--- config.mk ---
export PLATFORM = sky130hd
export DESIGN_NAME = serial_subtractor
export DESIGN_NICKNAME = d
export VERILOG_FILES = /design/src/rtl/serial_subtractor.sv
export SDC_FILE = /design/constraint.sdc
export NUM_CORES = 1
export LEC_CHECK = 0
export CAP_MARGIN = 5
export CORE_ASPECT_RATIO = 0.5
export CORE_MARGIN = 2
export CORE_UTILIZATION = 43
export DETAILED_ROUTE_END_ITERATION = 8
export GPL_ROUTABILITY_DRIVEN = 0
export PLACE_DENSITY = 0.76
export SYNTH_ARGS = -nofsm -noshare
export SYNTH_HDL_FRONTEND = slang
export SYNTH_SLANG_ARGS = --single-unit
--- constraint.sdc ---
create_clock -name clk -period 1.2 [get_ports clk]
set_input_delay 0.24 -clock clk [delete_from_list [all_inputs] [get_ports clk]]
set_output_delay 0.24 -clock clk [all_outputs]
set_load 0.1 [all_outputs]
--- src/rtl/serial_subtractor.sv ---
// Bit-serial subtractor: diff = a - b (mod 2^N), one bit per clock, LSB first.
// A one-bit full-subtractor cell feeds a borrow flip-flop and the diff shift
// register; a three-state FSM (IDLE -> SHIFT -> DONE) sequences one operation.
module serial_subtractor #(
  parameter int N = 8
) (
  input  logic         clk,
  input  logic         rst,
  input  logic         start,
  input  logic [N-1:0] a,
  input  logic [N-1:0] b,
  output logic [N-1:0] diff,
  output logic         borrow,
  output logic         busy,
  output logic         done
);

  localparam int CW = $clog2(N);

  typedef enum logic [1:0] {
    IDLE  = 2'd0,
    SHIFT = 2'd1,
    DONE  = 2'd2
  } state_t;

  state_t         state_q, state_d;
  logic [N-1:0]   a_q, a_d;
  logic [N-1:0]   b_q, b_d;
  logic [N-1:0]   diff_q, diff_d;
  logic           borrow_q, borrow_d;
  logic           bf_q, bf_d;
  logic [CW-1:0]  cnt_q, cnt_d;

  logic           d_bit;
  logic           b_next;
  logic           last_bit;

  // One-bit full-subtractor cell on the current LSBs and the running borrow.
  always_comb begin
    d_bit  = a_q[0] ^ b_q[0] ^ bf_q;
    b_next = (~a_q[0] & b_q[0]) | (~(a_q[0] ^ b_q[0]) & bf_q);
  end

  assign last_bit = (cnt_q == CW'(N - 1));

  // Next-state and datapath control for the IDLE/SHIFT/DONE sequence.
  always_comb begin
    // NOTE: every variable gets its hold value first so no path can leave it
    // unassigned, which would otherwise infer a latch.
    state_d  = state_q;
    a_d      = a_q;
    b_d      = b_q;
    diff_d   = diff_q;
    borrow_d = borrow_q;
    bf_d     = bf_q;
    cnt_d    = cnt_q;
    unique case (state_q)
      IDLE: begin
        if (start) begin
          a_d     = a;
          b_d     = b;
          bf_d    = 1'b0;
          cnt_d   = '0;
          state_d = SHIFT;
        end
      end
      SHIFT: begin
        diff_d = {d_bit, diff_q[N-1:1]};
        a_d    = a_q >> 1;
        b_d    = b_q >> 1;
        bf_d   = b_next;
        if (last_bit) begin
          // Counter stops here; it is cleared again on the next accept.
          cnt_d    = '0;
          borrow_d = b_next;
          state_d  = DONE;
        end else begin
          cnt_d = cnt_q + CW'(1);
        end
      end
      DONE: begin
        state_d = IDLE;
      end
      default: begin
        state_d = IDLE;
      end
    endcase
  end

  // State and datapath registers; synchronous reset has priority.
  always_ff @(posedge clk) begin
    // NOTE: sequential state uses non-blocking assignments so every register
    // samples pre-edge values regardless of statement order.
    if (rst) begin
      state_q  <= IDLE;
      a_q      <= '0;
      b_q      <= '0;
      diff_q   <= '0;
      borrow_q <= 1'b0;
      bf_q     <= 1'b0;
      cnt_q    <= '0;
    end else begin
      state_q  <= state_d;
      a_q      <= a_d;
      b_q      <= b_d;
      diff_q   <= diff_d;
      borrow_q <= borrow_d;
      bf_q     <= bf_d;
      cnt_q    <= cnt_d;
    end
  end

  assign diff   = diff_q;
  assign borrow = borrow_q;
  assign busy   = (state_q != IDLE);
  assign done   = (state_q == DONE);

endmodule

# Yosys cells after proc, flatten, opt, wreduce, memory -nomap -nowiden
# Cells that the tools add are included.
dict set report classes {
  add_sub_neg 1
  n_eq_ne 5
  n_mux 12
  bitwise_logic 7
  n_reduce_logical 6
}
# operator count
set ops {}
lappend ops {{8-bit case mux with 2 select lines} 2}
lappend ops {{8-bit 2-to-1 mux} 2}
lappend ops {{3-bit 2-to-1 mux} 2}
lappend ops {{3-bit case mux with 2 select lines} 1}
lappend ops {{2-bit AND reduction} 3}
lappend ops {{2-bit 2-to-1 mux} 2}
lappend ops {{2-bit != test (second input constant)} 2}
lappend ops {{2-bit case mux with 2 select lines} 1}
lappend ops {{2-bit nonzero test} 2}
lappend ops {{3-bit by 1-bit adder with 3-bit output (second input constant)} 1}
lappend ops {{3-bit equality test (second input constant)} 1}
lappend ops {{1-bit bitwise AND} 2}
lappend ops {{2-bit by 1-bit equality test with 1-bit output (second input constant)} 1}
lappend ops {{2-bit equality test (second input constant)} 1}
lappend ops {{2-bit zero test} 1}
lappend ops {{1-bit NOT} 2}
lappend ops {{1-bit case mux with 2 select lines} 1}
lappend ops {{1-bit XOR} 2}
lappend ops {{1-bit 2-to-1 mux} 1}
lappend ops {{1-bit bitwise OR} 1}
dict set report totals {
  ff_bits 31
  out_inout_bits 11
}

# Logic depth before layout (Yosys ltp)
# Gate-level depths: netlist (run 1).
dict set report logic_depth {
  word_depth 5
  depth_mapped 6
  depth_no_buf 5
}

# Worst setup path after synthesis (run 1)
# Ideal clock, no wire load.
dict set report synth_timing {
  kind {flip-flop to output port}
  startpoint {register state_q[0]}
  endpoint {output done}
  t_arrival_ns 1.856
  required_ns 0.960
  slack_ns -0.896
  path_stages_with_launch 3
  n_path_buf 1
  cell_sequence {dfxtp_1 buf_2 nor2b_1}
}
dict set report synth_via {
  elab_chain_cells 1
}
# element line_no
set synth_rtl {}
lappend synth_rtl {{from (decl)} 26} ;# state_t state_q, state_d;
lappend synth_rtl {{from (signal assigned)} 103} ;# state_q <= state_d;
lappend synth_rtl {{2-bit equality test} 116} ;# assign done = (state_q == DONE);
lappend synth_rtl {{to (decl)} 15} ;# output logic done
# Every way passes these cells.

# Worst setup path in the final report (run 1)
dict set report layout_timing {
  startpoint {register state_q[0]}
  endpoint {output busy}
}
dict set report layout_via {
  elab_chain_cells 1
}
# element line_no
set layout_rtl {}
lappend layout_rtl {{2-bit nonzero test} 115} ;# assign busy = (state_q != IDLE);
lappend layout_rtl {{to (decl)} 14} ;# output logic busy,
# Every way passes these cells.

==> summary by stage, run 1 <==
Synthesis
The count of different cell masters after synthesis is 29. The instance count of the mapped netlist is 142. The post-synthesis register bit count is 31. The share of synthesized area in the top cell type comes to 48.7%. Dividing the synthesized area by the synthesized cell count gives 8.97 um2. The synthesis warning total is 0. In this run the cell area of the synthesized design comes to 0.00127 mm2.

The post-synth net total is 164. After synthesis, flip-flops and latches occupy 48.7% of the total area. In the post-synthesis netlist, the biggest area contributors are sky130_fd_sc_hd__dfxtp_1, sky130_fd_sc_hd__nor2_1, sky130_fd_sc_hd__o221ai_1, sky130_fd_sc_hd__a21oi_1, sky130_fd_sc_hd__nand2_1. The cell type contributing the most total cell area after synthesis is sky130_fd_sc_hd__dfxtp_1.

Floorplanning
The core box area is 0.00270 mm2. Once the floorplan was initialized, standard cells occupied 47.2% of the core. 30 I/O pins were placed. Measured along the y axis, the die boundary spans 42.5 um. The die covers 0.00344 mm2. The floorplan has 13 rows. The die is 81.0 um wide.

GRT
After global routing the overflow that remains totals 0. The maximum number of pins on one net before global-route repair is 16. The number of antenna violations at the first check in global routing came to 0. The via count of the first global-routing pass is 1271. The first global-routing pass estimated 5850 um of wire. In the global route stage, overall resource usage came out at 23.1%.

Routing
The routed via count is 1337. The count of antenna-violating nets left after detailed routing is 0. The total detailed-routing wirelength is 4440 um. The first TritonRoute pass finished after 4 iterations. The DRC violations left is 0. The detailed router finished its first iteration with 99 violations.

After detailed routing, the number of vias per cell comes to 5.76. The final routed wire length divided by cell count is 19.2 um.

Setup path
The master of the slowest instance on the critical path is sky130_fd_sc_hd__dfxtp_2. For the worst flop-to-flop path, the logic depth is 7. The critical-path maximum fanout is 4. The cell family with the largest share of critical-path delay is flip-flops. The logic depth of the worst path, buffers included is 3. Data on the critical path arrives at its endpoint at 1.17 ns.

The count of buffer and inverter cells on the critical path is 2. The critical path capture point type is an output pin. The kind of critical path is flop to output pin. STA puts the critical path data required time at 0.96 ns. Walking the worst path, the cells encountered are buf_6 > or2_4 > buf_12.

STA classifies the critical path startpoint as a flop. The maximum single-stage delay on the critical path is 0.34 ns.

Finish
The fraction of layout cells with a size suffix above 1 is 53.3%. The area growth from synthesis to layout is 77.9%. At the end of the flow, the number of nets in the layout was 218. The filler-free cell count of the finished design is 232. The number of diodes added for antenna fixing is 0.

STA
Measured against its own limit, the worst slew margin works out to 81.3%. At the pin with the least slew margin, the transition time is 0.280 ns. Once routing completed, OpenROAD measured the worst setup slack at -0.207 ns.

The final setup skew is 0.00958 ns. After layout, the worst path uses 117% of the clock period. Derived from the worst setup path, the maximum achievable clock frequency is 711 MHz. The max-slew violation total from the final report was 0. The count of final setup violators is 30. The post-route minimum period is 1.41 ns. The final number of hold-violating endpoints is 0. Setup repair after global routing could not meet its margin everywhere. The worst hold slack across all endpoints is 0.487 ns.

Power and ir drop
The switching component of the power is 701 uW. The share of total power consumed by net switching is 28.6%. The internal power is 1750 uW. The part of the total power dissipated in combinational logic is 22.4%. Per report_power, the clock group accounts for 31.0% of the total. Summing internal, switching and leakage power gives 2450 uW. The cell leakage power is 0.000846 uW. Power spread over the standard cell area amounts to 1080 mW/mm2. In this run, flip-flops and latches consume 46.6% of the power. Across the VDD grid, the largest voltage drop is 643 uV.

Status
The run finished, with violations left. The checks that failed: negative setup slack.

Clock tree
Hold repair after CTS inserted 0 buffers. The number of clock buffers added by TritonCTS is 5. TritonCTS built the clock tree. The root cell of the clock tree is sky130_fd_sc_hd__clkbuf_8.

Clock-pin slew was measured on the worst setup and hold paths at 0.06 ns. In this run the number of H-tree levels came out at 2. No sink is reached through more buffers than the 2 on the longest clock path. The number of clock sinks is 31. The clock latency reported for the late side of the worst-skew pair is 0.29 ns.

Placement
The count of buffers added on input and output ports is 29. The number of placed instances, taps included is 211. The HPWL after detailed placement is 1900 um.

Worst hold path
Along the worst hold path, the cell count comes to 2. In this run the worst hold path is classified as flop to flop.

Run
The max-capacitance violation count is 0.
-- power groups by stage --
stage                     sequential [uW]  combinational [uW]  clock [uW]
after floorplan                      1160                 194           0
after global placement               1140                 360           0
after detailed placement             1140                 368           0
after CTS                            1130                 437         737
after global routing                 1150                 574         797
final                                1140                 549         759
-- cells by family after synthesis --
group           after synthesis  synth area share (%)
buf+inv                      14                  6.09
mux                           5                  3.93
flops                        31                  48.7
fa+ha+maj                     3                  3.54
simple gates                 54                  18.1
compound gates               35                  19.6
-- stage by stage --
step	util, %	setup slack (ns)	area [um2]	TNS, ns
2_1_floorplan	-	-0.0611	1290	-0.0611
3_3_place_gp	65.8	-0.448	1780	-6.27
6_report	83.9	-0.207	2270	-3.12
5_1_grt	83.9	-0.220	2270	-3.92
3_5_place_dp	65.8	-0.469	1780	-6.73
4_1_cts	75.8	-0.170	2050	-0.452
-- flip-flops by register name, summed over array words and instances, names as in the netlist --
signal / flops
bf_q: 1
diff: 8
borrow: 1
cnt_q: 3
b_q: 8
a_q: 8
state_q: 2
-- final cells by class --
class / instances / area, um2
fill: 140 / 434
timing repair buffer: 55 / 671
tap: 37 / 46.3
inverter: 4 / 18.8
multi-input combinational: 99 / 823
sequential: 31 / 634
clock buffer: 6 / 72.6
-- routing by layer --
layer | vias to the layer above | share of wire (%) | GRT usage (%)
li1 | 607 | - | -
met1 | 657 | 43 | 27.0
met2 | 55 | 48 | 39.3
met3 | 18 | 5.6 | 6.90
met4 | 0 | 3.0 | 10.2
met5 | - | 0 | 0
-- worst min-delay path: cells and delay by family (launching register included) --
family             cells  cell delay (ns)
AOI/OAI and AO/OA      1             0.05
DFF                    1             0.34
and+or+nand+nor        1             0.06
-- synth_stat cells, drive strengths merged --
master	instances
nor2	28
or3b	1
clkinv	1
o221ai	10
nand3b	2
o21ai	2
inv	3
o21bai	1
buf	9
a211oi	4
nor2b	3
a2bb2oi	1
dfxtp	31
a311oi	1
ha	2
fa	1
nor3	2
or2	1
clkbuf	1
a22oi	3
mux2i	5
nand2	16
o21ba	1
nand2b	1
a21oi	12
-- final timing paths --
check / start / endpoint / slack, ns
worst min-delay path: diff[6] / diff[6] / 0.49
worst max register to register: state_q[1] / b_q[0] / -0.19
worst min register to register: diff[6] / diff[6] / 0.49
worst max-delay path: state_q[0] / busy / -0.21
-- cells in the final DEF, fill, tap and decap left out, types with 2 or more instances in the layout --
cell type and count:
sky130_fd_sc_hd__nor2_1 21, sky130_fd_sc_hd__dfxtp_1 20, sky130_fd_sc_hd__clkdlybuf4s50_1 17, sky130_fd_sc_hd__buf_6 15, sky130_fd_sc_hd__buf_12 12, sky130_fd_sc_hd__nand2_1 11, sky130_fd_sc_hd__dfxtp_2 11, sky130_fd_sc_hd__o221ai_2 10
sky130_fd_sc_hd__buf_4 9, sky130_fd_sc_hd__a21oi_2 7, sky130_fd_sc_hd__nor2_2 6, sky130_fd_sc_hd__a21oi_1 5, sky130_fd_sc_hd__nand2_2 5, sky130_fd_sc_hd__clkbuf_8 5, sky130_fd_sc_hd__mux2i_1 4, sky130_fd_sc_hd__inv_1 3
sky130_fd_sc_hd__a211oi_2 3, sky130_fd_sc_hd__a22oi_2 3, sky130_fd_sc_hd__nor2b_4 2, sky130_fd_sc_hd__o21ba_4 2, sky130_fd_sc_hd__nand3b_1 2, sky130_fd_sc_hd__o21ai_0 2, sky130_fd_sc_hd__or3b_4 2
-- timing repair --
item	in CTS	in global routing
cloned	2	2
gates resized for setup	28	49
setup endpoints to repair	13	31
pin swaps	23	16
hold endpoints to repair	0	0
setup buffers	7	4
Power figures use the tool's default switching activity.
==> run 2: changes to the inputs <==
--- a/config.mk
+++ b/config.mk
@@ -8,10 +8,12 @@
 export CAP_MARGIN = 5
 export CORE_ASPECT_RATIO = 0.5
 export CORE_MARGIN = 2
-export CORE_UTILIZATION = 43
+export CORE_UTILIZATION = 46
+export CTS_BUF_LIST = sky130_fd_sc_hd__clkbuf_8
 export DETAILED_ROUTE_END_ITERATION = 8
 export GPL_ROUTABILITY_DRIVEN = 0
-export PLACE_DENSITY = 0.76
+export HOLD_SLACK_MARGIN = 0.12
+export PLACE_DENSITY = 0.81
 export SYNTH_ARGS = -nofsm -noshare
 export SYNTH_HDL_FRONTEND = slang
 export SYNTH_SLANG_ARGS = --single-unit
==> summary by stage, run 2 (synthesis results as in run 1) <==
Finish
From synthesis to final layout, the design area changed by 64.6%. The number of diodes added for antenna fixing is 0 (unchanged). The number of nets in the final layout is 211 (-3.2%).

The number of fill cells came to 148 (+5.7%). The final core utilization is 80.1% (-3.8 points). The fraction of layout cells with a size suffix above 1 was 39.5% (-14 points).

The library cell used most frequently in the layout, excluding fill and tap cells, is sky130_fd_sc_hd__nor2_1. In the layout the commonest cells are sky130_fd_sc_hd__nor2_1, sky130_fd_sc_hd__dfxtp_1, sky130_fd_sc_hd__clkdlybuf4s50_1.

Floorplanning
The total die area came to 0.00323 mm2 (-6.1%). The core box area was 0.00262 mm2 (-3.0%). The die width is 78.4 um (-3.2%). The initial core utilization is 48.6% (+1.5 points).

The cell row count is 13 (unchanged). The number of primary I/O pins is 30 (unchanged). The floorplan die height is 41.2 um (-3.0%).

Worst hold path
The type of the most critical hold path is flop to flop. The cell depth of the worst min-delay path is 2 (unchanged). The startpoint identified for the worst hold timing path is diff[3]. The capture endpoint of the worst hold path is diff[2].

Routing
The via density per instance came to 5.63 (-2.4%). The number of violations reported at the end of detailed-routing iteration 0 is 111 (+12%). The final routed wire length divided by cell count is 18.1 um (-5.4%). The total detailed-routing wirelength was 4110 um (-7.5%).

The DRC violations left is 0 (unchanged). The count of antenna-violating nets left after detailed routing is 0 (unchanged). The routed via count is 1277 (-4.5%).

The first-pass iteration count of the detailed router is 4 (unchanged).

Setup path
The maximum single-stage delay on the critical path is 0.53 ns (+0.19 ns). The count of buffer and inverter cells on the critical path is 1 (-1). The cell family with the largest share of critical-path delay is simple AND/OR/NAND/NOR gates.

The reg2reg setup slack was -0.19 ns (about the same). The master of the slowest instance on the critical path is sky130_fd_sc_hd__or3b_1. In this run the critical register-to-register path is launched from state_q[0]. The worst setup path is launched from an input pin.

The number of cells traversed by the worst register-to-register path is 3 (-4). Walking the worst path, the cells encountered are clkdlybuf4s50_1 > or3b_1 > o221ai_1 > nor2_1. The critical-path maximum fanout was 10 (+6). The critical path capture point type is a flop. The required time of the critical path was 1.38 ns (+0.42 ns).

The kind of critical path is input pin to flop. The endpoint of the most critical register-to-register path is b_q[2]. The endpoint arrival time on the critical path is 1.65 ns (+0.48 ns).

STA
The post-route minimum period is 1.47 ns (+0.0614 ns). The ratio of final minimum period to clock period is 122% (+5.1 points). The peak clock frequency supported by timing is 681 MHz (-4.2%). The remaining max-slew budget at the tightest pin is 76.7% (-4.6 points). Setup repair after global routing could not meet its margin everywhere. The worst hold slack across all endpoints is 0.482 ns (-0.00511 ns). The count of final setup violators was 25 (-17%). The final number of hold-violating endpoints came to 0 (unchanged). The max-slew violation total from the final report is 0 (unchanged). The total negative setup slack is -2.67 ns (+0.441 ns).

The measured slew at the worst slew-check pin is 0.350 ns (+0.0698 ns). The final setup skew is 0.0113 ns (+0.00171 ns). The slack of the critical path is -0.268 ns (-0.0614 ns).

Placement
The post-placement setup slack is -0.439 ns (+0.0297 ns). The half-perimeter wire length after detailed placement came to 1880 um (-1.2%). The count of buffers from port buffering is 29 (unchanged).

Power and ir drop
The overall power of the completed layout is 2550 uW (+4.0%). The maximum ir drop on the vdd rail was 840 uV (+31%). The cell leakage power was 0.000803 uW (-5.0%). The total power per unit cell area is 1210 mW/mm2 (+12%).

Clock tree
The CTS clock-pin slew for the worst setup and hold paths came to 0.07 ns (about the same). The clock latency reported for the late side of the worst-skew pair is 0.30 ns (about the same). The tree is rooted in a sky130_fd_sc_hd__clkbuf_8. The count of hold buffers inserted by post-cts repair is 0 (unchanged). The buffer levels on the longest clock path is 2 (unchanged).

The clock tree from TritonCTS is yes. The clock buffer count from CTS came to 5 (unchanged). The number of clock sinks is 31 (unchanged). The number of H-tree levels is 2 (unchanged).

GRT
The maximum number of pins on one net before global-route repair was 16 (unchanged). The number of antenna violations at the first check in global routing is 0 (unchanged). The wire length of the first global-routing pass was 5510 um (-5.8%). The via count of the first global-routing pass came to 1146 (-9.8%). The all-layer global routing usage is 24.4% (+1.3 points). The total congestion overflow is 0 (unchanged).

Status
The checks that failed: negative setup slack. The run finished, with violations left.

Run
The max-capacitance violation count is 0 (unchanged).
==> run 2: metrics by stage <==
stage | instance area, um2 | cells
2_1_floorplan | 1290 | 142
3_3_place_gp | 1780 | 211
3_5_place_dp | 1780 | 211
4_1_cts | 1980 | 224
5_1_grt | 2100 | 227
6_report | 2100 | 227
==> run 2: area by class of cell <==
| class | instances | area, um2 | share of cell area, % |
|---|---|---|---|
| multi-input combinational | 98 | 693 | 33.1 |
| sequential | 31 | 637 | 30.4 |
| tap | 37 | 46.3 | 2.21 |
| timing repair buffer | 49 | 606 | 28.9 |
| clock inverter | 1 | 3.75 | 0.179 |
| clock buffer | 7 | 96.3 | 4.59 |
| inverter | 4 | 15.0 | 0.716 |
==> run 2: timing repair <==
| item | 4_1_cts | 5_1_grt |
|---|---|---|
| pin swaps | 3 | 9 |
| gates cloned | 1 | 2 |
| gates resized for setup | 13 | 28 |
| setup buffers | 4 | 1 |
| setup endpoints to repair | 13 | 32 |
==> run 2: power breakdown <==
group	switching [uW]	internal [uW]	total, uW
combinational	244	239	483
clock	417	515	932
sequential	44.5	1090	1130
total	705	1840	2550
==> run 2: per-layer routing <==
layer  wire length (um)  global-route usage (%)  up-vias
li1                   -                       -      591
met2               2000                    42.9       67
met3                299                    8.37       22
met5                  0                       0        -
met1               1640                    26.9      597
met4                170                    17.1        0
==> run 2: how the worst max path moves through the flow <==
stage	cells after the start	startpoint	slack [ns]	end
5_1_grt	4	start	-0.31	b_q[2]
2_1_floorplan	2	state_q[0]	-0.06	done
4_1_cts	3	state_q[1]	-0.18	busy
3_3_place_gp	4	start	-0.44	b_q[0]
6_report	4	start	-0.27	b_q[2]
3_5_place_dp	4	start	-0.44	a_q[3]
==> run 2: worst register-to-register path, cell delays in order (launching register included) <==
cell                       delay, ns
sky130_fd_sc_hd__dfxtp_2        0.33
sky130_fd_sc_hd__or3b_1         0.55
sky130_fd_sc_hd__o221ai_1       0.30
sky130_fd_sc_hd__nor2_1         0.10
